**config.mk**
```make
export PLATFORM = sky130hd
export DESIGN_NAME = regfile_write_bank
export DESIGN_NICKNAME = d
export VERILOG_FILES = /design/src/rtl/mips_pkg.sv /design/src/rtl/decoder5to32.sv /design/src/rtl/regfile_write_bank.sv
export SDC_FILE = /design/constraint.sdc
export NUM_CORES = 2
export LEC_CHECK = 0
export ABC_AREA = 1
export CORE_AREA = 2 2 421 423
export CTS_CLUSTER_SIZE = 8
export DETAILED_ROUTE_END_ITERATION = 10
export DIE_AREA = 0 0 423 425
export PLACE_DENSITY = 0.49
export SETUP_SLACK_MARGIN = 0.15
export SYNTH_ARGS = -nofsm -noshare
export SYNTH_HDL_FRONTEND = slang
export SYNTH_SLANG_ARGS = --single-unit
```
**constraint.sdc**
```tcl
create_clock -name clk -period 33.9 [get_ports clk]
set_clock_uncertainty 0.05 [all_clocks]
set_input_delay 6.78 -clock clk [delete_from_list [all_inputs] [get_ports clk]]
set_output_delay 6.78 -clock clk [all_outputs]
set_load 0.005 [all_outputs]
```
**src/rtl/mips_pkg.sv**
```systemverilog
// Shared MIPS integer-datapath constants and types used by the register file.
package mips_pkg;
   localparam int DATA_W = 32;
   localparam int ADDR_W = 5;
   localparam logic [4:0] REG_ZERO = 5'd0;

   typedef logic [DATA_W-1:0] word_t;
endpackage

```
**src/rtl/decoder5to32.sv**
```systemverilog
// Destination decoder for the register file: one-hot write enables with $zero never selected.
module decoder5to32 #(
   parameter int ADDR_W = mips_pkg::ADDR_W
) (
   input  logic                 en,
   input  logic [ADDR_W-1:0]    addr,
   output logic [2**ADDR_W-1:0] we
);
   always_comb begin
      we       = '0;
      if (en) we[addr] = 1'b1;
      we[0]    = 1'b0;
   end
endmodule

```
**src/rtl/regfile_write_bank.sv**
```systemverilog
// Write side and storage of the MIPS register file; r0 is a hard-wired zero.
// Optional same-cycle write-through is enabled by defining REGFILE_WR_BYPASS_EN.
module regfile_write_bank #(
   parameter int                        DATA_W  = mips_pkg::DATA_W,
   parameter int                        ADDR_W  = mips_pkg::ADDR_W,
   parameter logic [DATA_W-1:0]         RST_VAL = '0
) (
   input  logic                         clk,
   input  logic                         rst,
   input  logic                         wr_en,
   input  logic [ADDR_W-1:0]            wr_addr,
   input  logic [DATA_W-1:0]            wr_data,
   output logic [(2**ADDR_W)*DATA_W-1:0] rf_flat,
   output logic                         wr_done,
   output logic [ADDR_W-1:0]            last_addr,
   output logic [15:0]                  wr_count
);
   import mips_pkg::*;

   localparam int NREG = 2**ADDR_W;

   logic [NREG-1:0]   we;
   logic              commit;
   logic              wr_done_d, wr_done_q;
   logic [ADDR_W-1:0] last_addr_d, last_addr_q;
   logic [15:0]       wr_count_d, wr_count_q;

   decoder5to32 #(.ADDR_W(ADDR_W)) u_dec (
      .en   (wr_en),
      .addr (wr_addr),
      .we   (we)
   );

   assign rf_flat[DATA_W-1:0] = '0;

   for (genvar n = 1; n < NREG; n++) begin : g_reg
      logic [DATA_W-1:0] r_q;

      always_ff @(posedge clk or posedge rst) begin
         if (rst)        r_q <= RST_VAL;
         else if (we[n]) r_q <= wr_data;
      end

`ifdef REGFILE_WR_BYPASS_EN
      // Write-first-half / read-second-half: the pending value is visible before the edge.
      assign rf_flat[DATA_W*n +: DATA_W] = we[n] ? wr_data : r_q;
`else
      assign rf_flat[DATA_W*n +: DATA_W] = r_q;
`endif
   end

   assign commit = wr_en && (wr_addr != ADDR_W'(REG_ZERO));

   always_comb begin
      wr_done_d   = commit;
      last_addr_d = commit ? wr_addr : last_addr_q;
      wr_count_d  = commit ? wr_count_q + 16'd1 : wr_count_q;
   end

   always_ff @(posedge clk or posedge rst) begin
      if (rst) begin
         wr_done_q   <= 1'b0;
         last_addr_q <= '0;
         wr_count_q  <= '0;
      end else begin
         wr_done_q   <= wr_done_d;
         last_addr_q <= last_addr_d;
         wr_count_q  <= wr_count_d;
      end
   end

   assign wr_done   = wr_done_q;
   assign last_addr = last_addr_q;
   assign wr_count  = wr_count_q;

   // An undriven destination during a write would silently corrupt an arbitrary register.
   a_addr_known: assert property (@(posedge clk) disable iff (rst) wr_en |-> !$isunknown(wr_addr))
      else $error("regfile_write_bank: X/Z on wr_addr while wr_en=1");
endmodule

```
# [Yosys cells after proc, flatten, opt, wreduce, memory -nomap -nowiden]
# Index checks and enable logic that the tools add are counted.
[word_totals] register_bits=1014 latch_bits=0 mem_bits_rw=0 rom_bits=0 inputBits=40 out_inout_bits=1046 word_cells=43 n_memories=0
[op_classes] addsub=1 n_mul=0 div=0 magnitude_cmp=2 eq_ne=0 n_shift=0 muxes=3 bitwise=0 reduce_logical=3
[ops] op="2-to-1 mux 32 bit" n=1
[ops] op="adder 16 x 1 -> 16 bit (second input constant)" n=1
[ops] op="< comparator 5 x 6 -> 1 bit (second input constant)" n=1
[ops] op="demux 1 bit (select 5 bit)" n=1
[ops] op=">= comparator 5 x 1 -> 1 bit (second input constant)" n=1
[ops] op="nonzero test 5 bit" n=1
[ops] op="logical AND 1 bit" n=2
[ops] op="2-to-1 mux 1 bit" n=1

# [Longest topological paths before layout]
[logic_depth] word_depth=5 depth_mapped=8 depth_no_buf=8

# [By module]
# From an unflattened synthesis, not the netlist that was laid out.
[hier_totals] cells_unflattened=2419 hier_area_um2=38713.4
[modules_own_cells] mod="regfile_write_bank" instances=1 cells_per_inst=2368 area_per_inst_um2=38505.7 seq_area_each_um2=25374.3
[modules_own_cells] mod="decoder5to32" instances=1 cells_per_inst=51 area_per_inst_um2=207.7 seq_area_each_um2=0.0

# [Worst setup path after synthesis]
# Ideal clock, no wire load.
[synth_path] kind="in2reg" start="in wr_addr[1]" end="reg g_reg[20].r_q[10]" setup_time_ns=0.134 arrival_ns=7.800 required_ns=33.716 slack_ns=25.916 cell_stages=5 path_buffers=1 path_cell_list="nor3_2 -> nand2_2 -> clkbuf_1 -> nand2_1 -> o21ai_0"
[synth_between] elab_chain_cells=5 word_cells_on_any_way=6 classes_between="2 x order compare; 3 x mux; 1 x reduce/logical"
[synth_lines] element="start: declaration" line_no="regfile_write_bank.sv:11" text="input logic [ADDR_W-1:0] wr_addr,"
[synth_lines] element="< comparator 5 x 6 -> 1 bit (not written as such) or >= comparator 5 x 1 -> 1 bit (tied branches)" line_no="decoder5to32.sv:11" text="if (en) we[addr] = 1'b1;"
[synth_lines] element="logical AND 1 bit (not written as such)" line_no="decoder5to32.sv:11"
[synth_lines] element="2-to-1 mux 1 bit (not written as such)" line_no="decoder5to32.sv:11"
[synth_lines] element="demux 1 bit (select 5 bit) *"
[synth_lines] element="2-to-1 mux 32 bit *" line_no="decoder5to32.sv:11"
[synth_lines] element="end signal: assignment" line_no="regfile_write_bank.sv:41" text="else if (we[n]) r_q <= wr_data;"
[synth_lines] element="end: declaration" line_no="regfile_write_bank.sv:37" text="logic [DATA_W-1:0] r_q;"
# Mark *: on every way between the ends. The rest lies on a longest branch, timed or not.
# A chain may end at the register's enable or synchronous reset.

==> flow_metrics.py <==
metrics = {
    "cts": {
        "cts-root-buf": "clkbuf_16",
        "clk_latency_ps": 770,
        "path_clk_slew_ps": 50,
        "hold_buffers": 0,
        "cts_buffers": 147,
        "clock-sinks": 1014,
        "post_cts_buffers": 0,
        "cts_buffer_depth": 3,
        "ctsHtreeMaxLevel": 4,
        "cts_tree": "built",
        "cts-resized-gates": 0,
    },
    "die": {
        "io_pins": 1086,
        "die_y_um": 425,
        "initial_core_util_pct": 20.9,
        "rows": 154,
        "die-area_sq_um": 180000,
        "core_sq_um": 175000,
        "die_w_um": 423,
    },
    "global_route": {
        "grt_pass1_vias": 28400,
        "grtUsageTotal_pct": 18.4,
        "grt_pass1_wl_mm": 234,
        "grt_start_max_net_pins": 166,
        "grt_overflow": 0,
        "antenna_found_initial": 21,
    },
    "detailed_routing": {
        "final_antenna_net_count": 0,
        "viasPerCell": 4.22,
        "wirelength_mm": 169,
        "routedWlPerCell_um": 24.4,
        "drt_iter0_markers": 2248,
        "route.detailed.drc": 0,
        "vias": 29200,
        "firstDrtPassIters": 6,
    },
    "critical_path": {
        "r2r-start": "wr_count[1]$_DFFE_PP0P_",
        "slowest_stage": "buf_4",
        "critPathTopFamily": "buffers and inverters",
        "startpoint_type": "input pin",
        "max_stage_delay_ps": 780,
        "crit_fanout": 165,
        "required_ps": 34630,
        "cpMostUsedCell": "buf_4",
        "cp-end-kind": "asynchronous set/reset pin",
        "timing_worst_setup_path_type": "input pin to asynchronous set/reset pin",
        "path_cells": "clkdlybuf4s50_1, clkinvlp_4, buf_4, buf_12, buf_4, buf_4, buf_4, buf_4",
        "crit_arrival_ps": 11500,
        "crit_start": "rst",
        "path_buf_inv": 8,
    },
    "sta": {
        "setup_ws_ps": 23120,
        "clock.fmax_mhz": 92.8,
        "final.setup.tns_ps": 0,
        "finalHoldViolCount": 0,
        "period_share_pct": 31.8,
        "grt_setup_unrepaired": "false",
        "setup_violations": 0,
        "worstMarginPinSlew_ps": 1220,
        "slew_violations": 0,
        "slew_headroom_pct": 18.8,
        "min_period_ps": 10780,
    },
    "synth": {
        "ys.flop_type": "dfrtp_1",
        "synthesis.instances": 3590,
        "synth-async-reset-ratio_pct": 100,
        "yosys-top-cells-area": "dfrtp_1 69%, o21ai_0 13%, nand2_1 11%, clkbuf_1 2.3%, inv_1 1.1%",
        "yosys_warnings": 0,
        "synth_edf_count": 0,
        "yosysTopAreaCell": "dfrtp_1",
        "synth_top_area_share_pct": 69.1,
        "yosysUniqueCellTypes": 22,
        "yosysMostFrequentCell": "nand2_1",
        "synth_area_sq_um": 36700,
        "ys_ff_latch": 1014,
        "syn_area_per_cell_sq_um": 10.2,
        "netlist_top_cells_count": "1,060 x nand2_1, 1,014 x dfrtp_1, 945 x o21ai_0, 228 x clkbuf_1, 112 x inv_1",
        "ys_seq_area_share_pct": 69.1,
    },
    "power": {
        "irDropWorstVdd_mv": 0.0470,
        "powerDensity_nw_per_um2": 70.9,
        "total_leakage_power_nw": 23.6,
    },
    "placement": {
        "portBuffers": 1053,
        "gp_congestion": 0.832,
        "post-place-ws_ps": 22040,
        "dp_hpwl_mm": 114,
    },
    "cells_and_area": {
        "area_delta_synth_final_pct": 45.8,
        "nets": 4605,
        "regArea_sq_um": 25400,
        "fillers": 18300,
        "drive_gt1_share_pct": 6.67,
        "multi_input_area_sq_um": 9600,
    },
    "worst_hold_path": {
        "hp-start": "last_addr[0]$_DFFE_PP0P_",
        "worst_hold_path_type": "flip-flop to flip-flop",
    },
    "outcome": {
        "status": "completed",
    },
    "job": {
        "maxCapViolCount": 0,
    },
}
[worst paths after layout]
kind	to	slack [ps]	depth (start not counted)
worst max-delay path	g_reg[13].r_q[15]$_DFFE_PP0P_	23120	8
worst min-delay path	last_addr[0]$_DFFE_PP0P_	420	2
worst max register to register	wr_count[14]$_DFFE_PP0P_	32310	8
worst min register to register	last_addr[0]$_DFFE_PP0P_	420	2
max in group clk	g_reg[23].r_q[29]$_DFFE_PP0P_	25100	5
min in group asynchronous	g_reg[30].r_q[22]$_DFFE_PP0P_	6490	3
[worst reg2reg max path, cell delays in order (launching register included)]
cell and delay (ps):
dfrtp_1 400, ha_1 190, inv_1 50, nor2_1 270, nand2_1 160, nor2_1 180, nand2_1 70, nand2_1 70
nand2_1 50
[report_power, final]
group,switching [mW],internal [mW]
sequential,0.137,1.44
clock,0.553,0.813
combinational,0.380,0.471
[cell type report]
type / instances / area share (%)
Sequential cell: 1014 / 47.4
Clock buffer: 161 / 7.19
Antenna cell: 1 / 0.00468
Clock inverter: 14 / 0.524
Multi-Input combinational cell: 2172 / 17.9
Tap cell: 2340 / 5.47
Inverter: 116 / 0.821
Timing Repair Buffer: 1113 / 20.6
[stage by stage]
step           power (mW)  utilization, %  hold WS (ps)  area (sq um)  instances
4_1_cts              3.85            30.5           428         53500       6930
2_1_floorplan        1.80               -           415         36800       3621
6_report             3.79            30.5           423         53500       6931
5_1_grt              3.98            30.5           442         53500       6931
3_3_place_gp         2.45            28.2           415         49400       6755
3_5_place_dp         2.46            28.2           414         49400       6755
[sequential cells by signal, indices dropped and copies added, names as in the netlist]
signal / flops
last_addr: 5
g.r_q: 992
wr_count: 16
wr_done: 1
[cells in the final DEF (no fill, tap or decap), types with 2 or more instances in the layout]
cell,instances
nand2_1,1060
clkinvlp_4,2
nand3b_1,6
nor2_1,23
nand2_2,28
clkdlybuf4s50_1,1053
o21ai_1,56
bufinv_16,2
inv_2,35
and2_2,2
buf_4,57
nor3_2,8
clkinv_16,3
conb_1,32
o21ai_0,945
buf_12,3
inv_6,3
inv_1,79
nor2_2,3
clkbuf_8,3
clkbuf_16,151
xor2_1,3
nand3_1,3
inv_16,4
dfrtp_1,1014
clkbuf_1,7
[cell families (layout without fill, tap and decap cells)]
family	Yosys count	in the layout	share of synthesized area [%]
AO/OA/AOI/OAI	1001	1001	13.7
adder cells (fa/ha/maj)	1	1	0.0341
flip-flops	1014	1014	69.1
buffers and inverters	435	1404	5.03
other	1	33	0.0102
XOR/XNOR	3	3	0.0716
AND/OR/NAND/NOR	1135	1135	12.1
[layer usage]
layer,part of all wire [%],wire (um),vias up,global-route usage (%)
li1,-,-,13400,-
met1,39,65900,14500,21.4
met2,50,85400,1061,32.2
met3,7.0,11900,239,5.24
met4,3.6,6130,0,6.50
met5,0,0,-,0
No activity file was read; power rests on OpenSTA's default activity.
